[src/rtl/riscv_su_stacking_engine.sv]
// riscv_su_stacking_engine: interrupt frame stacking/unstacking engine below the stack pointer.
// Ports: clk/nreset (async active-low); enable, i_abort, i_irq_req, i_irq_ret, i_sp control the FSM;
// o_reg_idx/i_reg_rdata read the register file, o_reg_we/o_reg_wdata restore it;
// o_mem_* / i_mem_* form a single-outstanding memory port; o_sp_we/o_sp_new update SP;
// o_busy, o_done, o_fsm_status report state.
// Optional tail-chaining during unstack is built when RISCV_SU_TAIL_CHAIN_EN is defined.
module riscv_su_stacking_engine #(
  parameter int ADDR_WIDTH   = 64,
  parameter int DATA_WIDTH   = 64,
  parameter int NUM_REGS     = 8,
  parameter int SU_FSM_WIDTH = 3,
  localparam int IW = NUM_REGS > 1 ? $clog2(NUM_REGS) : 1
) (
  input  logic                    clk,
  input  logic                    nreset,
  input  logic                    enable,
  input  logic                    i_abort,
  input  logic                    i_irq_req,
  input  logic                    i_irq_ret,
  input  logic [ADDR_WIDTH-1:0]   i_sp,
  output logic [IW-1:0]           o_reg_idx,
  input  logic [DATA_WIDTH-1:0]   i_reg_rdata,
  output logic                    o_reg_we,
  output logic [DATA_WIDTH-1:0]   o_reg_wdata,
  output logic                    o_mem_req,
  output logic                    o_mem_we,
  output logic [ADDR_WIDTH-1:0]   o_mem_addr,
  output logic [DATA_WIDTH-1:0]   o_mem_wdata,
  input  logic                    i_mem_ack,
  input  logic [DATA_WIDTH-1:0]   i_mem_rdata,
  output logic                    o_sp_we,
  output logic [ADDR_WIDTH-1:0]   o_sp_new,
  output logic                    o_busy,
  output logic                    o_done,
  output logic [SU_FSM_WIDTH-1:0] o_fsm_status
);
  localparam int BYTES = DATA_WIDTH / 8;
  localparam logic [ADDR_WIDTH-1:0] FRAME = ADDR_WIDTH'(NUM_REGS * BYTES);
  localparam logic [IW-1:0] LAST = IW'(NUM_REGS - 1);
  typedef enum logic [2:0] {IDLE, STACK, ACTIVE, UNSTACK, DONE} state_e;
  state_e                state_q, state_d;
  logic [IW-1:0]         idx_q, idx_d, ridx_q, ridx_d;
  logic [ADDR_WIDTH-1:0] base_q, base_d, sp_new_q, sp_new_d;
  logic [DATA_WIDTH-1:0] reg_wdata_q, reg_wdata_d;
  logic                  sp_we_q, sp_we_d, reg_we_q, reg_we_d, ack;
`ifdef RISCV_SU_TAIL_CHAIN_EN
  logic                  chain_q, chain_d, chain_now;
`endif
  assign o_busy       = state_q == STACK || state_q == UNSTACK;
  assign o_mem_req    = o_busy;
  assign o_mem_we     = state_q == STACK;
  assign o_mem_addr   = o_mem_req ? base_q + ADDR_WIDTH'(idx_q) * ADDR_WIDTH'(BYTES) : '0;
  assign o_mem_wdata  = o_mem_we ? i_reg_rdata : '0;
  // During a restore pulse the index shows the beat being written back, not the next read.
  assign o_reg_idx    = reg_we_q ? ridx_q : idx_q;
  assign o_reg_we     = reg_we_q;
  assign o_reg_wdata  = reg_wdata_q;
  assign o_sp_we      = sp_we_q;
  assign o_sp_new     = sp_new_q;
  assign o_done       = state_q == DONE;
  assign o_fsm_status = SU_FSM_WIDTH'(state_q);
  assign ack          = i_mem_ack & o_mem_req;
  always_comb begin
    state_d     = state_q;
    idx_d       = idx_q;
    base_d      = base_q;
    ridx_d      = ridx_q;
    reg_wdata_d = reg_wdata_q;
    sp_new_d    = sp_new_q;
    sp_we_d     = 1'b0;
    reg_we_d    = 1'b0;
`ifdef RISCV_SU_TAIL_CHAIN_EN
    chain_d     = chain_q;
    chain_now   = chain_q | (enable & i_irq_req);
`endif
    case (state_q)
      IDLE: if (enable && i_irq_req) begin
        base_d  = i_sp - FRAME;
        idx_d   = '0;
        state_d = STACK;
      end
      STACK: if (ack) begin
        idx_d = idx_q + IW'(1);
        if (idx_q == LAST) begin
          idx_d    = '0;
          state_d  = ACTIVE;
          sp_we_d  = 1'b1;
          sp_new_d = base_q;
        end
      end
      ACTIVE: if (enable && i_irq_ret) begin
        base_d  = i_sp;
        idx_d   = '0;
        state_d = UNSTACK;
      end
      UNSTACK: begin
`ifdef RISCV_SU_TAIL_CHAIN_EN
        chain_d = chain_now;
`endif
        if (ack) begin
          reg_we_d    = 1'b1;
          reg_wdata_d = i_mem_rdata;
          ridx_d      = idx_q;
          idx_d       = idx_q + IW'(1);
`ifdef RISCV_SU_TAIL_CHAIN_EN
          // A pending chain ends the restore after this beat; the frame stays in memory.
          if (chain_now) begin
            idx_d   = '0;
            chain_d = 1'b0;
            state_d = ACTIVE;
          end else
`endif
          if (idx_q == LAST) begin
            idx_d    = '0;
            state_d  = DONE;
            sp_we_d  = 1'b1;
            sp_new_d = base_q + FRAME;
          end
        end
      end
      DONE: state_d = IDLE;
      default: state_d = IDLE;
    endcase
    if (i_abort) begin
      state_d  = IDLE;
      idx_d    = '0;
      sp_we_d  = 1'b0;
      reg_we_d = 1'b0;
`ifdef RISCV_SU_TAIL_CHAIN_EN
      chain_d  = 1'b0;
`endif
    end
  end
  always_ff @(posedge clk or negedge nreset) begin
    if (!nreset) begin
      state_q     <= IDLE;
      idx_q       <= '0;
      base_q      <= '0;
      ridx_q      <= '0;
      reg_wdata_q <= '0;
      sp_new_q    <= '0;
      sp_we_q     <= 1'b0;
      reg_we_q    <= 1'b0;
`ifdef RISCV_SU_TAIL_CHAIN_EN
      chain_q     <= 1'b0;
`endif
    end else begin
      state_q     <= state_d;
      idx_q       <= idx_d;
      base_q      <= base_d;
      ridx_q      <= ridx_d;
      reg_wdata_q <= reg_wdata_d;
      sp_new_q    <= sp_new_d;
      sp_we_q     <= sp_we_d;
      reg_we_q    <= reg_we_d;
`ifdef RISCV_SU_TAIL_CHAIN_EN
      chain_q     <= chain_d;
`endif
    end
  end
endmodule

[config.mk]
export PLATFORM = sky130hd
export DESIGN_NAME = riscv_su_stacking_engine
export DESIGN_NICKNAME = d
export VERILOG_FILES = /design/src/rtl/riscv_su_stacking_engine.sv
export SDC_FILE = /design/constraint.sdc
export NUM_CORES = 1
export LEC_CHECK = 0
export CORE_MARGIN = 5
export CORE_UTILIZATION = 41
export DETAILED_ROUTE_END_ITERATION = 8
export GPL_ROUTABILITY_DRIVEN = 0
export GPL_TIMING_DRIVEN = 0
export PLACE_DENSITY = 0.79
export REMOVE_ABC_BUFFERS = 1
export SLEW_MARGIN = 20
export SYNTH_ARGS = -nofsm -noshare
export SYNTH_HDL_FRONTEND = slang
export SYNTH_SLANG_ARGS = --single-unit
[constraint.sdc]
create_clock -name clk -period 2.97 [get_ports clk]
set_input_delay 0.594 -clock clk [delete_from_list [all_inputs] [get_ports clk]]
set_output_delay 0.594 -clock clk [all_outputs]
set_load 0.05 [all_outputs]
==> flow_metrics.py, run 1 <==
metrics = {
    "global_routing": {
        "antenna_found_initial": 1,
        "first_global_vias": 13167,
        "grt_max_degree": 76,
        "grt.overflow.total": 0,
        "grt.total_usage_pct": 30.2,
        "grt_pass1_wl_mm": 79.3,
    },
    "synthesis": {
        "synth_area_leaders": "dfrtp_1, mux2_2, nand2_1, xor2_1, o21ai_0",
        "yosys_warnings": 0,
        "synth_edf_count": 0,
        "synth_top_area_share_pct": 41.8,
        "postSynthAreaPerCell_um2": 8.76,
        "async_flop_share_pct": 100,
        "netlist_instances": 1386,
        "synth_seq_area_share_pct": 41.8,
        "synth_top_area_cell": "dfrtp_1",
        "synth.cells.most_frequent": "dfrtp_1, nand2_1, o21ai_0",
        "ys_types": 57,
        "syn_area_um2": 12100,
        "synth_most_common_cell": "dfrtp_1",
        "synth-main-ff-cell": "dfrtp_1",
        "ys_ff_latch": 203,
    },
    "pwr": {
        "vdd_drop_max_mv": 0.428,
        "combPwrFrac_pct": 23.3,
        "power.internal_mw": 5.43,
        "power_density_nw_per_um2": 405,
        "p_total_mw": 8.06,
        "switching_power_mw": 2.62,
        "p_leak_nw": 8.37,
        "clockPowerShare_pct": 36.2,
        "sw_frac_of_total_pct": 32.6,
        "seqPwrFrac_pct": 40.5,
    },
    "worst_setup_path": {
        "rr_endpoint": "o_sp_new[61]",
        "critPathArrivalTime_ns": 2.88,
        "rr_worst_depth": 7,
        "cp.required_ns": 2.38,
        "crit_start": "base_q[3]",
        "cp_common_cell": "buf_6",
        "rrSetupSlack_ns": 0.10,
        "endpoint_kind": "primary output",
        "path_cells": "ha_4 -> fa_2 -> a21o_1 -> and4_4 -> nand4b_1 -> buf_6 -> or3_1 -> a21oi_4 -> buf_6",
        "crit_buf_inv": 2,
        "crit_type": "reg -> out",
        "crit_family": "simple AND/OR/NAND/NOR gates",
        "crit_fanout": 5,
        "critPathMaxStageDelay_ns": 0.39,
        "slowest_stage": "dfrtp_1",
        "reg2reg_from": "o_fsm_status[2]",
        "worst_setup_path_start_kind": "flop",
    },
    "floorplan": {
        "die_x_um": 182,
        "core_region_area_um2": 29500,
        "die_y_um": 182,
        "dieArea_um2": 33200,
        "initial_utilization_pct": 41.2,
        "fp-row-count": 63,
        "io_pins": 467,
    },
    "outcome": {
        "status": "finished with violations",
        "violations": "setup timing",
    },
    "placed_design": {
        "portBuffers": 466,
        "dp_hpwl_mm": 37.9,
        "dp.cells": 2150,
        "placed_cell_area_um2": 17200,
    },
    "sta": {
        "fin_tns_setup_ns": -16.69,
        "finalSetupViolCount": 56,
        "fin_ws_ns": -0.499,
        "skew_ns": 0.0273,
        "worst_pin_slew_ns": 0.814,
        "finalCritPeriodShare_pct": 117,
        "slew_viol_final": 0,
        "timing.fmax_mhz": 288,
        "rsz0062_at_grt": "true",
        "hold_violations": 0,
        "slew_headroom_pct": 45.5,
        "period_minus_slack_ns": 3.47,
    },
    "final_layout": {
        "multi_input_area_um2": 7450,
        "area_delta_synth_final_pct": 63.7,
        "fillers": 2268,
        "utilization_pct": 67.5,
        "design_area_um2": 19900,
        "drive_gt1_share_pct": 26.3,
        "fin_cells": 2317,
        "seq_area_um2": 5140,
        "n_antenna_cell": 0,
        "final_nets": 2119,
    },
    "job": {
        "maxCapViolCount": 0,
    },
    "drt": {
        "dr_total_vias": 13460,
        "detail-route-antenna-nets": 0,
        "wl_per_cell_um": 23.4,
        "wl_mm": 54.3,
        "vias_per_cell": 5.81,
        "drt_iter0_markers": 1193,
        "drtPass1Iterations": 5,
        "remaining_drc_errors": 0,
    },
    "hold_path": {
        "min_path_type": "in -> async",
    },
    "clocking": {
        "cts_hold_buf": 0,
        "cts_max_level": 1,
        "numCtsBuffers": 23,
        "clockBufferDepth": 3,
        "numClockSinks": 203,
        "clkTransAtPathRegs_ns": 0.06,
        "insertion_delay_ns": 0.53,
        "tritoncts": "done",
        "clockRootBuffer": "clkbuf_16",
    },
}
==> logic make-up (layout without fill, tap and decap cells) <==
| logic type | count (synthesis) | in the layout | synth area share [%] |
|---|---|---|---|
| compound gates | 219 | 220 | 10.5 |
| xor+xnor | 101 | 101 | 7.28 |
| fa+ha+maj | 8 | 8 | 0.886 |
| buf+inv | 117 | 654 | 3.83 |
| flops | 203 | 203 | 41.8 |
| mux | 75 | 75 | 6.93 |
| simple gates | 663 | 666 | 28.7 |
==> power by group through the flow <==
stage	Combinational (mW)	Sequential, mW	Clock, mW
after detailed placement	1.56	3.30	0
after global routing	1.99	3.28	3.06
after CTS	1.73	3.24	2.94
final	1.88	3.26	2.92
after floorplan	0.836	3.17	0
after global placement	1.50	3.28	0
==> flip-flops by register name, indices dropped and copies added, names as in the netlist <==
register / cells
o_reg_wdata: 64
idx_q: 3
ridx_q: 3
o_sp_new: 64
o_reg_we: 1
base_q: 64
o_sp_we: 1
o_fsm_status: 3
==> cell type report <==
cell class	count	share of cell area (%)
tap	390	2.45
multi-input combinational	1070	37.5
timing repair buffer	605	30.2
inverter	9	0.189
clock buffer	30	3.28
sequential	203	25.8
clock inverter	10	0.554
==> through the flow <==
stage	hold slack [ns]	worst slack, ns
global placement	0.464	-7.34
CTS	0.0524	-0.535
floorplan	0.298	-2.23
detailed placement	0.469	-1.65
global route	0.0808	-0.599
finish	0.0337	-0.499
==> worst max path at each step <==
stage / slack (ns) / depth (start not counted) / endpoint
finish: -0.50 / 9 / o_mem_addr[41]
global route: -0.60 / 9 / o_mem_addr[41]
CTS: -0.53 / 9 / o_mem_addr[61]
detailed placement: -1.65 / 7 / o_mem_addr[38]
global placement: -7.34 / 1 / base_q[34]
floorplan: -2.23 / 3 / o_mem_wdata[0]
==> worst register-to-register path, delay by kind of cell, from the launching register on <==
family | cells | cell delay [ns]
flops | 1 | 0.43
simple gates | 4 | 1.79
buf+inv | 2 | 0.42
compound gates | 1 | 0.16
==> placed cells by master, fill, tap and decap left out, drive strengths merged, types with 4 or more instances in the layout <==
cell / n
a21o: 5
a21oi: 29
a31oi: 38
and2: 75
and3: 9
and4: 6
buf: 198
clkbuf: 34
clkdlybuf4s15: 11
clkdlybuf4s50: 334
clkinv: 5
dfrtp: 203
dlygate4sd2: 56
ha: 7
inv: 10
mux2: 73
nand2: 190
nand3: 62
nand3b: 7
nand4: 61
nand4b: 11
nor2: 105
nor3: 27
nor4: 24
o211ai: 12
o21ai: 109
o221a: 4
o31ai: 14
or2: 5
or3: 41
or4: 29
xnor2: 28
xor2: 73
==> timing repair <==
| action | 4_1_cts | 5_1_grt |
|---|---|---|
| setup endpoints to repair | 167 | 87 |
| cloned | 5 | 0 |
| pin swaps | 75 | 59 |
| gates resized for setup | 631 | 115 |
| setup buffers | 79 | 46 |
==> layer usage <==
layer | track usage, % | routed length, µm
met5 | 0 | 0
met4 | 12.1 | 2850
met3 | 6.52 | 4550
met2 | 52.4 | 26500
met1 | 36.7 | 20500
Power figures use the tool's default switching activity.
==> run 2: changes to the inputs <==
CAP_MARGIN = 20   (was unset)
CORE_UTILIZATION = 30   (was 41)
CTS_CLUSTER_SIZE = 8   (was unset)
PLACE_DENSITY = unset   (was 0.79)
==> flow_metrics.py, run 2 (synthesized netlist as in run 1, its figures left out) <==
metrics = {
    "hold_path": {
        "hold_start": "o_sp_new[63]",
        "min_path_type": "reg -> reg",
    },
    "pwr": {
        "combPwrFrac_pct": 23.7,
        "clockPowerShare_pct": 36.1,
        "power.internal_mw": 5.44,
        "p_total_mw": 8.04,
        "power_density_nw_per_um2": 401,
        "sw_frac_of_total_pct": 32.4,
        "p_leak_nw": 8.31,
        "vdd_drop_max_mv": 0.361,
        "seqPwrFrac_pct": 40.3,
        "switching_power_mw": 2.60,
    },
    "worst_setup_path": {
        "reg2reg_from": "o_fsm_status[0]",
        "crit_buf_inv": 2,
        "path_cells": "ha_4 -> a21o_1 -> and4_4 -> nand4b_1 -> buf_4 -> or3_4 -> a21oi_4 -> buf_6",
        "crit_type": "reg -> out",
        "slowest_stage": "dfrtp_1",
        "critPathArrivalTime_ns": 2.92,
        "cp.required_ns": 2.38,
        "crit_family": "simple AND/OR/NAND/NOR gates",
        "crit_start": "base_q[5]",
        "endpoint_kind": "primary output",
        "critPathMaxStageDelay_ns": 0.43,
        "crit_fanout": 5,
        "worst_setup_path_start_kind": "flop",
    },
    "final_layout": {
        "fillers": 3699,
        "multi_input_area_um2": 7510,
        "final_nets": 2135,
        "mostFrequentLayoutCells": "clkdlybuf4s50_1, nand2_1, dfrtp_1, o21ai_0, buf_4",
        "final_common_cell": "clkdlybuf4s50_1",
        "drive_gt1_share_pct": 29.5,
        "n_antenna_cell": 0,
        "seq_area_um2": 5140,
        "area_delta_synth_final_pct": 65.1,
    },
    "floorplan": {
        "dieArea_um2": 44600,
        "die_y_um": 211,
        "fp-row-count": 73,
        "die_x_um": 211,
        "initial_utilization_pct": 30.4,
        "core_region_area_um2": 39900,
        "io_pins": 467,
    },
    "sta": {
        "finalSetupViolCount": 56,
        "timing.fmax_mhz": 284,
        "period_minus_slack_ns": 3.52,
        "finalCritPeriodShare_pct": 118,
        "skew_ns": 0.0197,
        "hold_violations": 0,
        "slew_viol_final": 0,
        "slew_headroom_pct": 37.8,
        "rsz0062_at_grt": "true",
        "worst_pin_slew_ns": 0.929,
        "fin_ws_ns": -0.547,
        "hold-worst-slack_ns": 0.478,
    },
    "clocking": {
        "numClockSinks": 203,
        "insertion_delay_ns": 0.55,
        "cts_max_level": 1,
        "numCtsBuffers": 29,
        "tritoncts": "done",
        "clkTransAtPathRegs_ns": 0.06,
        "clockRootBuffer": "clkbuf_16",
        "clockBufferDepth": 3,
    },
    "placed_design": {
        "dp_hpwl_mm": 40.3,
        "portBuffers": 466,
    },
    "global_routing": {
        "grt.overflow.total": 0,
        "first_global_vias": 12741,
        "antenna_found_initial": 2,
        "grt.total_usage_pct": 23.0,
        "grt_pass1_wl_mm": 80.2,
        "grt_max_degree": 87,
    },
    "drt": {
        "dr_total_vias": 12938,
        "wl_per_cell_um": 22.2,
        "detail-route-antenna-nets": 0,
        "drt_iter0_markers": 798,
        "vias_per_cell": 5.27,
        "remaining_drc_errors": 0,
        "drtPass1Iterations": 6,
        "wl_mm": 54.6,
    },
    "outcome": {
        "violations": "setup timing",
        "status": "finished with violations",
    },
    "job": {
        "maxCapViolCount": 0,
    },
}
==> run 2: cell types whose count changed in the layout (fill, tap and decap cells not counted), moves of 5 or more <==
| cell | before | now |
|---|---|---|
| dlygate4sd2_1 | 56 | 5 |
| clkdlybuf4s15_1 | 8 | 1 |
| clkbuf_8 | 5 | 0 |
| buf_4 | 96 | 101 |
| buf_2 | 1 | 54 |
| clkbuf_16 | 23 | 30 |
==> run 2: per-stage QoR <==
stage | util [%] | area, µm² | worst slack, ns | instances | setup TNS, ns
after floorplan | - | 11700 | -2.23 | 1278 | -224.84
after global placement | 42.7 | 17000 | -7.70 | 2269 | -2279.17
after global routing | 50.2 | 20100 | -0.649 | 2455 | -22.92
final | 50.2 | 20100 | -0.547 | 2455 | -17.95
after CTS | 49.7 | 19900 | -0.655 | 2425 | -18.13
after detailed placement | 43.5 | 17400 | -1.83 | 2285 | -118.59
==> run 2: timing repair <==
item,4_1_cts,5_1_grt
buffers inserted,104,31
gates resized for setup,802,177
hold buffers,1,0
gates cloned,2,1
pin swaps,78,56
endpoints found under the hold margin,36,0
endpoints found under the setup margin,172,130
==> run 2: worst paths after layout <==
check                           cells after the start  slack (ns)               to
worst max-delay path                                8       -0.55   o_mem_addr[43]
worst min-delay path                                2        0.48     o_sp_new[63]
worst max register to register                      5        0.11       base_q[37]
worst min register to register                      2        0.48     o_sp_new[63]
max in group asynchronous                           3        1.62       base_q[21]
min in group asynchronous                           2        0.53  o_reg_wdata[36]
==> run 2: worst register-to-register path, stage by stage, from the launching register on <==
cell      delay, ns
dfrtp_4        0.59
nor3b_2        0.79
nand2_4        0.43
buf_12         0.32
or4_1          0.55
o211ai_1       0.10
==> run 2: layout make-up <==
cell class / count / area share [%]
Clock buffer: 31 / 3.66
Clock inverter: 2 / 0.0686
Inverter: 9 / 0.168
Multi-Input combinational cell: 1068 / 37.4
Sequential cell: 203 / 25.6
Tap cell: 525 / 3.28
Timing Repair Buffer: 617 / 29.8
==> run 2: metal layers <==
metal  GRT usage [%]  wire [µm]  share of wire [%]
met4            5.86       1330                2.4
met2            39.9      26800                 49
met1            29.1      22200                 41
met3            5.21       4160                7.6
met5               0         40              0.073
==> run 2: power by group through the flow <==
stage	clock network, mW	logic [mW]	registers (mW)
floorplan	0	0.836	3.17
global placement	0	1.53	3.30
detailed placement	0	1.57	3.30
CTS	2.98	1.87	3.21
global route	3.11	2.03	3.26
finish	2.90	1.90	3.23
==> run 3: changes to the inputs <==
PLACE_DENSITY = 0.64   (was unset)
clock period = 3.59 ns   (was 2.97 ns; I/O delays follow)
==> flow_metrics.py, run 3 (synthesized netlist as in run 1, its figures left out) <==
metrics = {
    "outcome": {
        "violations": "setup timing",
        "status": "finished with violations",
    },
    "sta": {
        "skew_ns": 0.0170,
        "slew_viol_final": 0,
        "hold_violations": 0,
        "worst_pin_slew_ns": 0.905,
        "fin_ws_ns": -0.0693,
        "finalSetupViolCount": 7,
        "finalCritPeriodShare_pct": 102,
        "timing.fmax_mhz": 273,
        "slew_headroom_pct": 39.4,
        "period_minus_slack_ns": 3.66,
        "rsz0062_at_grt": "true",
        "fin_tns_setup_ns": -0.212,
    },
    "final_layout": {
        "final_nets": 2070,
        "drive_gt1_share_pct": 23.4,
        "design_area_um2": 19300,
        "final_common_cell": "clkdlybuf4s50_1",
        "fin_cells": 2390,
        "mostFrequentLayoutCells": "clkdlybuf4s50_1, nand2_1, dfrtp_1, o21ai_0, nor2_1",
        "area_delta_synth_final_pct": 58.7,
        "utilization_pct": 48.3,
        "n_antenna_cell": 0,
    },
    "global_routing": {
        "grt_pass1_wl_mm": 79.2,
        "antenna_found_initial": 1,
        "grt.overflow.total": 0,
        "grt_max_degree": 96,
        "grt.total_usage_pct": 22.8,
        "first_global_vias": 12292,
    },
    "worst_setup_path": {
        "worst_setup_path_start_kind": "flop",
        "crit_type": "reg -> out",
        "endpoint_kind": "primary output",
        "crit_fanout": 8,
        "critPathArrivalTime_ns": 2.94,
        "cp.required_ns": 2.87,
    },
    "drt": {
        "detail-route-antenna-nets": 0,
        "drtPass1Iterations": 5,
        "remaining_drc_errors": 0,
        "wl_per_cell_um": 22.5,
        "wl_mm": 53.7,
        "vias_per_cell": 5.28,
        "drt_iter0_markers": 838,
        "dr_total_vias": 12613,
    },
    "floorplan": {
        "initial_utilization_pct": 30.4,
        "core_region_area_um2": 39900,
        "io_pins": 467,
        "fp-row-count": 73,
        "die_y_um": 211,
        "dieArea_um2": 44600,
        "die_x_um": 211,
    },
    "clocking": {
        "clockBufferDepth": 3,
        "cts_max_level": 1,
        "insertion_delay_ns": 0.55,
        "tritoncts": "done",
        "clockRootBuffer": "clkbuf_16",
        "numClockSinks": 203,
        "clkTransAtPathRegs_ns": 0.05,
        "cts_hold_buf": 0,
        "numCtsBuffers": 29,
    },
    "placed_design": {
        "portBuffers": 466,
        "dp_hpwl_mm": 40.7,
        "dp.cells": 2286,
        "placed_cell_area_um2": 17400,
    },
    "hold_path": {
        "min_path_type": "in -> async",
    },
    "job": {
        "maxCapViolCount": 0,
    },
    "pwr": {
        "vdd_drop_max_mv": 0.353,
        "p_leak_nw": 7.76,
        "power_density_nw_per_um2": 340,
    },
}
run 3: power breakdown:
| group | internal, mW | leakage [nW] | switching [mW] |
|---|---|---|---|
| registers | 2.42 | 2.66 | 0.297 |
| clock network | 1.41 | 0.368 | 0.995 |
| logic | 0.592 | 4.73 | 0.832 |
| total | 4.43 | 7.76 | 2.12 |
run 3: path summary, 6_finish.rpt:
check                                 from              end  slack, ns  depth (start not counted)
setup / recovery                base_q[32]   o_mem_addr[61]      -0.07                          7
min in group clk              o_sp_new[60]     o_sp_new[60]       0.48                          2
setup reg to reg           o_fsm_status[1]     o_sp_new[61]       0.38                          6
max in group asynchronous           nreset       base_q[21]       2.74                          2
hold reg to reg               o_sp_new[60]     o_sp_new[60]       0.48                          2
hold / removal                      nreset  o_reg_wdata[61]       0.03                          1
run 3: timing repair:
item,in CTS,in global routing
hold endpoints to repair,0,0
resized for setup,534,90
cloned,2,1
pin swaps,36,33
endpoints found under the setup margin,137,111
buffers inserted,42,26
run 3: per-layer routing:
layer / track usage, % / part of all wire (%) / wire length [µm] / up-vias
li1: - / - / - / 5891
met1: 28.1 / 39 / 21100 / 6057
met2: 40.6 / 50 / 26700 / 574
met3: 5.76 / 8.8 / 4750 / 89
met4: 4.29 / 2.1 / 1150 / 2
met5: 0 / 0.028 / 15 / -
run 3: layout make-up:
cell class / count / area, µm²
repair buffers: 551 / 5520
flip-flops and latches: 203 / 5130
clock inverters: 2 / 13.8
well taps: 525 / 657
multi-input cells: 1069 / 7190
inverters: 9 / 33.8
fillers: 3750 / 20600
clock buffers: 31 / 733
run 3: per-stage QoR:
step	power, mW	hold slack (ns)	setup WS (ns)
final	6.55	0.0298	-0.0693
after global routing	6.83	0.0177	-0.141
after CTS	6.53	0.00930	-0.191
after detailed placement	4.04	0.467	-1.34
after global placement	4.00	0.464	-7.14
after floorplan	3.31	0.422	-1.73
run 3: critical path: stages, from the launching register on:
cell and delay (ns):
dfrtp_1 0.54, nand4_1 0.16, buf_4 0.20, nor3_4 0.31, nand4_1 0.32, or4_4 0.52, a21oi_4 0.17, buf_6 0.17
